**src/rtl/ram_2port_pipe.sv**
```systemverilog
// Purpose: simple dual-port RAM (1 write, 1 read) with byte enables and a self-initialising sweep.
// Latency: read_valid/read_data follow an accepted read by READ_LATENCY (1 or 2) cycles, fully pipelined.
// Backpressure: none; requests are dropped while init_busy is high or rst is asserted.
// Ports: clk, rst (sync, active high); init_busy (sweep running);
//        write_en/write_addr/write_be/write_data (byte-masked write);
//        read_en/read_addr (read request); read_valid/read_data (result, data held between pulses).
// Option: define RAM_2PORT_PIPE_BYPASS_EN to forward same-cycle same-address write bytes into the read;
//         otherwise such a read returns the old word (read-before-write).
module ram_2port_pipe #(
    parameter int                    ADDR_WIDTH   = 6,
    parameter int                    DATA_WIDTH   = 64,
    parameter int                    READ_LATENCY = 1,
    parameter logic [DATA_WIDTH-1:0] INIT_VALUE   = '0
) (
    input  logic                      clk,
    input  logic                      rst,
    output logic                      init_busy,
    input  logic                      write_en,
    input  logic [ADDR_WIDTH-1:0]     write_addr,
    input  logic [DATA_WIDTH/8-1:0]   write_be,
    input  logic [DATA_WIDTH-1:0]     write_data,
    input  logic                      read_en,
    input  logic [ADDR_WIDTH-1:0]     read_addr,
    output logic                      read_valid,
    output logic [DATA_WIDTH-1:0]     read_data
);
    localparam int DEPTH    = 1 << ADDR_WIDTH;
    localparam int BE_WIDTH = DATA_WIDTH / 8;

    typedef enum logic {CLEAR, READY} state_t;

    state_t                  state_q, state_d;
    logic [ADDR_WIDTH-1:0]   sweep_cnt_q, sweep_cnt_d;
    logic                    init_busy_q, init_busy_d;
    logic                    p_vld_q, p_vld_d;
    logic [DATA_WIDTH-1:0]   p_dat_q, p_dat_d;
    logic                    read_valid_q, read_valid_d;
    logic [DATA_WIDTH-1:0]   read_data_q, read_data_d;

    logic [DATA_WIDTH-1:0]   mem [DEPTH];

    logic                    mem_we;
    logic [ADDR_WIDTH-1:0]   mem_waddr;
    logic [BE_WIDTH-1:0]     mem_wbe;
    logic [DATA_WIDTH-1:0]   mem_wdata;
    logic                    wr_acc;
    logic                    rd_acc;
    logic                    byp_hit;
    logic [DATA_WIDTH-1:0]   rd_word;

    always_comb begin
        state_d      = state_q;
        sweep_cnt_d  = sweep_cnt_q;
        init_busy_d  = init_busy_q;
        wr_acc       = (state_q == READY) && write_en;
        rd_acc       = (state_q == READY) && read_en;
        mem_we       = 1'b0;
        mem_waddr    = write_addr;
        mem_wbe      = write_be;
        mem_wdata    = write_data;

        case (state_q)
            CLEAR: begin
                mem_we      = 1'b1;
                mem_waddr   = sweep_cnt_q;
                mem_wbe     = '1;
                mem_wdata   = INIT_VALUE;
                sweep_cnt_d = sweep_cnt_q + 1'b1;
                // Leave CLEAR on the same edge that writes the last location.
                if (&sweep_cnt_q) begin
                    state_d     = READY;
                    init_busy_d = 1'b0;
                end
            end
            default: begin
                mem_we = wr_acc;
            end
        endcase

        // Reset blocks every memory write, sweep included.
        if (rst) begin
            mem_we = 1'b0;
        end
    end

    // Same-address collision: the read sees the old word unless forwarding is built in.
`ifdef RAM_2PORT_PIPE_BYPASS_EN
    assign byp_hit = wr_acc && (write_addr == read_addr);
`else
    assign byp_hit = 1'b0;
`endif

    always_comb begin
        rd_word = mem[read_addr];
        for (int b = 0; b < BE_WIDTH; b++) begin
            if (byp_hit && write_be[b]) begin
                rd_word[8*b +: 8] = write_data[8*b +: 8];
            end
        end
    end

    // Read pipeline: stage p only matters when READ_LATENCY is 2; the output
    // register only loads on a valid so read_data holds between pulses.
    always_comb begin
        p_vld_d = rd_acc;
        p_dat_d = rd_acc ? rd_word : p_dat_q;
        if (READ_LATENCY == 1) begin
            read_valid_d = rd_acc;
            read_data_d  = rd_acc ? rd_word : read_data_q;
        end else begin
            read_valid_d = p_vld_q;
            read_data_d  = p_vld_q ? p_dat_q : read_data_q;
        end
    end

    always_ff @(posedge clk) begin
        if (rst) begin
            state_q      <= CLEAR;
            sweep_cnt_q  <= '0;
            init_busy_q  <= 1'b1;
            p_vld_q      <= 1'b0;
            p_dat_q      <= '0;
            read_valid_q <= 1'b0;
            read_data_q  <= '0;
        end else begin
            state_q      <= state_d;
            sweep_cnt_q  <= sweep_cnt_d;
            init_busy_q  <= init_busy_d;
            p_vld_q      <= p_vld_d;
            p_dat_q      <= p_dat_d;
            read_valid_q <= read_valid_d;
            read_data_q  <= read_data_d;
        end
    end

    always_ff @(posedge clk) begin
        if (mem_we) begin
            for (int b = 0; b < BE_WIDTH; b++) begin
                if (mem_wbe[b]) begin
                    mem[mem_waddr][8*b +: 8] <= mem_wdata[8*b +: 8];
                end
            end
        end
    end

    assign init_busy  = init_busy_q;
    assign read_valid = read_valid_q;
    assign read_data  = read_data_q;

endmodule

```
**config.mk**
```make
export PLATFORM = sky130hd
export DESIGN_NAME = ram_2port_pipe
export DESIGN_NICKNAME = d
export VERILOG_FILES = /design/src/rtl/ram_2port_pipe.sv
export SDC_FILE = /design/constraint.sdc
export NUM_CORES = 2
export LEC_CHECK = 0
export BUFFER_PORTS_ARGS = -buffer_cell sky130_fd_sc_hd__buf_2
export CAP_MARGIN = 15
export CORE_UTILIZATION = 50
export CTS_CLUSTER_DIAMETER = 30
export DETAILED_ROUTE_END_ITERATION = 10
export PLACE_DENSITY = 0.63
export SYNTH_ARGS = -nofsm -noshare
export SYNTH_HDL_FRONTEND = slang
export SYNTH_SLANG_ARGS = --single-unit
```
**constraint.sdc**
```tcl
create_clock -name clk -period 3.8 [get_ports clk]
set_clock_uncertainty 0.2 [all_clocks]
set_input_delay 0.57 -clock clk [delete_from_list [all_inputs] [get_ports clk]]
set_output_delay 0.57 -clock clk [all_outputs]
set_load 0.02 [all_outputs]
```
Yosys cells after proc, flatten, opt, wreduce, memory -nomap -nowiden

Memories as Yosys holds them, arrays and structs flattened. A register that Yosys moved wholly into a read port is not among the register bits.
Index checks and enable logic that the tools add are counted.
Widths: inputs -> output; s select.

Register bits after elaboration: 9
Bits in latches: 0
Memory bits (writable): 4,096
Memory bits (read-only): 0
Bits of input ports: 88
Output and inout bits: 66
Word-level logic and storage cells: 42
Memories kept: 1

Add/sub/neg operators: 1
$mul: 0
Divide/modulo/power cells: 0
Order comparisons: 0
Equal/unequal tests: 0
Shift-type cells: 0
Mux-type cells: 31
Bitwise logic cells: 1
Reduce and logical (&&, ||, !) cells: 4

Memories:

| memory | depth | width | rd ports | clocked after memory_dff | write ports | line | source |
|---|---|---|---|---|---|---|---|
| mem    | 64    | 64    | 1        | 1                        | 1           | 40   | `logic [DATA_WIDTH-1:0] mem [DEPTH];` |

Operators with widths:

| kind                | count |
|---|---|
| $mux 64             | 1 |
| $mux 1              | 28 |
| $mux 8              | 1 |
| $reduce_and 7->1    | 1 |
| $add 6x1->6 const B | 1 |
| $mux 6              | 1 |
| $reduce_and 6->1    | 1 |
| $logic_and 1x1->1   | 2 |
| $not 1->1           | 1 |

Longest topological paths before layout

Depth after elaboration: 5
Mapped depth: 11
Gate-level depth less buffers: 5

Worst setup path after synthesis

No wires, ideal clock.

Path type: register to register
Start point: reg state_q
End point: mem mem[0][24], data pin
Setup time: 367 ps
Arrival time: 2,395 ps
Required time: 3,233 ps
Setup slack: 838 ps
Cell stages (with the launch flop): 6
Period minus slack after synthesis: 2,962 ps
Path through: dfxtp_1 > clkbuf_1 > clkbuf_1 > clkbuf_1 > clkbuf_1 > and2_1

Word-level cells in the longest chain between the ends: 1

Ends and longest elaborated chain:

| what                    | line | source |
|---|---|---|
| start, declared         | 32   | `state_t state_q, state_d;` |
| start signal, assigned  | 126  | `state_q <= state_d;` |
| $mux 64                 | 62   | `case (state_q)` |
| named net mem_wdata[24] | 45   | `logic [DATA_WIDTH-1:0] mem_wdata;` |
| end, declared           | 40   |  |

The timed path passes the listed nets, and every way through them passes these cells.

Final worst setup path

Start point: reg state_q
End point: mem mem[4][50] (enable)

Word-level cells in the longest chain between the ends: 5

Ends and longest elaborated chain:

| what                         | line | source |
|---|---|---|
| $logic_and 1x1->1            | 55   | `wr_acc = (state_q == READY) && write_en;` |
| $mux 1                       | 62   |  |
| $mux 1                       | 81   | `if (rst) begin` |
| $mux 1                       | 137  | `if (mem_we) begin` |
| $mux 1 (not written as such) | 140  | `mem[mem_waddr][8*b +: 8] <= mem_wdata[8*b +: 8];` |

Parallel ways exist; a longest one is shown, timed or not.

==> reports/metrics.yaml <==
crit_path_start_kind: "register"
fp.dieH_um: 572
critPathTopFamily: "simple AND/OR/NAND/NOR gates"
core_um2: 322000
power.density_nw_per_um2: 600
setup_ws_ns: 0.246
hold_depth: 2
n_fill_cell: 22200
ctsResizeCount: 0
critPathSlowestCell: "nor2_1"
hp-class: "input port to register"
clock_path_buffers: 4
clk_pin_slew_ns: 0.05
synth_edf_count: 4096
firstDrtPassIters: 6
die_area_um2: 327000
htreeDepth: 6
grt_overflow: 0
gp_congestion: 0.890
final_common_cell: "edfxtp_1"
postRouteAntennaNets: 0
pin_count: 154
worst_slew_pin_slew_ns: 1.29
hold_end: "mem[6][42]$_DFFE_PP_"
crit_arrival_ns: 3.99
holdCritStartpoint: "write_data[42]"
setup_viol: 0
p_total_w: 0.119
yosys_warnings: 0
slowest_delay_ns: 0.94
status: "finished clean"
yosys.area.top_type: "edfxtp_1"
preCtsSetupSlack_ns: 0.0449
chipWidth_um: 572
fin_crit_sh_pct: 93.5
via_per_inst: 6.30
crit_start: "state_q$_SDFF_PP0_"
synth.area.top_cells: "edfxtp_1, mux4_2, mux2i_1, nor2_1, dfxtp_1"
grt_pass1_vias: 88300
worstPathRequired_ns: 4.23
dp.cells: 12700
ff2ff_path_depth: 4
final_hold_viol_count: 0
grt_max_degree: 65
crit_buf_inv: 0
most-common-layout-cells: "edfxtp_1, mux4_2, clkbuf_16"
r2r_start: "state_q$_SDFF_PP0_"
totalWireLength_mm: 481
synth_ff_type: "edfxtp_1"
fin_crit_ns: 3.55
cp_common_cell: "nor2_1"
synthCells: 7983
end_kind: "register"
fin_setup_tns_ns: 0
syn-num-nets: 8072
drive_gt1_share_pct: 31.7
num_vias: 89100
slew_headroom_pct: 13.8
fin_cells: 14100
io_buffers: 153
syn_avg_cell_area_um2: 20.3
synth.distinct_cells: 60
rsz0062_at_grt: "false"
cts_tree: "built"
start_util_pct: 50.4
area_growth_pct: 22.6
fin_nets: 9236
clock-root-buffer: "clkbuf_16"
yosysSeqAreaShare_pct: 76.7
max-cap-violations: 0
cp_cell_sequence: "mux2_2 -> nor2_1 -> nand2_1 -> nor2_1"
vdd_drop_max_uv: 549
cts_sinks: 4169
cts_buffers: 707
synth_top_area_share_pct: 75.8
synthArstFlopShare_pct: 0
drv_slew: 0
avgRoutedWirePerCell_um: 34.0
grt_pass1_wl_mm: 673
syn_area_um2: 162000
timing.fmax_ghz: 0.281
antenna_found_initial: 62
grt_usage_pct: 29.4
path_class: "register to register"
drtIter0Drc: 12400
ys_seq_elements: 4169
clk_latency_ns: 1.06
path_max_fanout: 28
hpwl_mm: 306
r2r-end: "mem[4][50]$_DFFE_PP_"
rows: 208
drcViolationCount: 0
ff2ff_setup_slack_ns: 0.25
p_leak_nw: 70.7
[logic make-up after synthesis]
| kind of cell | synth area share, % |
|---|---|
| multiplexers | 15.0 |
| XOR/XNOR | 0.0216 |
| AND/OR/NAND/NOR | 2.84 |
| AO/OA/AOI/OAI | 3.84 |
| adder cells (fa/ha/maj) | 0.00771 |
| flip-flops | 76.7 |
| buffers and inverters | 1.54 |
[how the worst max path moves through the flow]
stage                            endpoint  cells past startpoint
6_report             mem[4][50]$_DFFE_PP_                      4
3_3_place_gp   read_data[50]$_SDFFE_PP0P_                      8
5_1_grt              mem[6][29]$_DFFE_PP_                      5
3_5_place_dp   read_data[50]$_SDFFE_PP0P_                      8
2_1_floorplan        mem[0][24]$_DFFE_PP_                      5
4_1_cts              mem[7][21]$_DFFE_PP_                      5
[area by class of cell]
type	count	area, um^2	area share [%]
diodes	90	225	0.113
clock buffers	783	18100	9.12
clock inverters	531	6640	3.34
inverters	5	26.3	0.0132
multi-input cells	3304	35400	17.8
flip-flops and latches	4169	124000	62.6
well taps	4305	5390	2.71
repair buffers	960	8490	4.27
[flip-flops by register name (all words and copies together), names as in the netlist]
register     count
mem           4096
state_q          1
init_busy        1
read_data       64
read_valid       1
sweep_cnt_q      6
[Yosys cell counts, types with 37 or more instances]
cell,number
a22oi_1,41
buf_1,47
mux4_2,768
a221oi_1,98
buf_2,138
dfxtp_1,73
nor2b_1,43
nand3_1,37
o22ai_1,135
o221ai_1,117
and2_1,72
clkbuf_1,228
mux2_2,95
buf_4,73
nor2_1,544
edfxtp_1,4096
mux2i_1,546
nand2_1,292
a2bb2oi_1,56
a32oi_1,41
o21ai_0,58
[metrics by stage]
| stage | hold WS (ns) | area (um^2) | util, % |
|---|---|---|---|
| CTS | 0.00528 | 198000 | 61.6 |
| floorplan | 0.280 | 162000 | - |
| global route | 0.0782 | 199000 | 61.7 |
| finish | 0.0732 | 199000 | 61.7 |
| global placement | 0.264 | 173000 | 53.9 |
| detailed placement | 0.271 | 173000 | 53.9 |
[layer usage]
metal / up-vias / track usage, % / part of all wire [%]
met3: 911 / 7.70 / 11
met1: 46700 / 40.4 / 38
met4: 18 / 12.6 / 4.2
li1: 35900 / - / -
met5: - / 0 / 0.024
met2: 5603 / 44.8 / 46
[worst reg2reg max path, stage by stage (launching register included)]
cell     delay (ns)
dfxtp_4        0.55
mux2_2         0.44
nor2_1         0.54
nand2_1        0.47
nor2_1         0.94
[report_power, final]
part	internal [W]	switching, W	leakage, nW	total, W
sequential	0.0500	0.0000336	41.1	0.0500
combinational	0.00163	0.00235	17.7	0.00397
clock	0.0422	0.0232	11.9	0.0653
[repair_timing]
item                                   4_1_cts  5_1_grt
hold buffers                                20        3
endpoints found under the hold margin      489       29
buffers inserted                             0        0
Note: power is estimated with default switching activity, not from simulation.
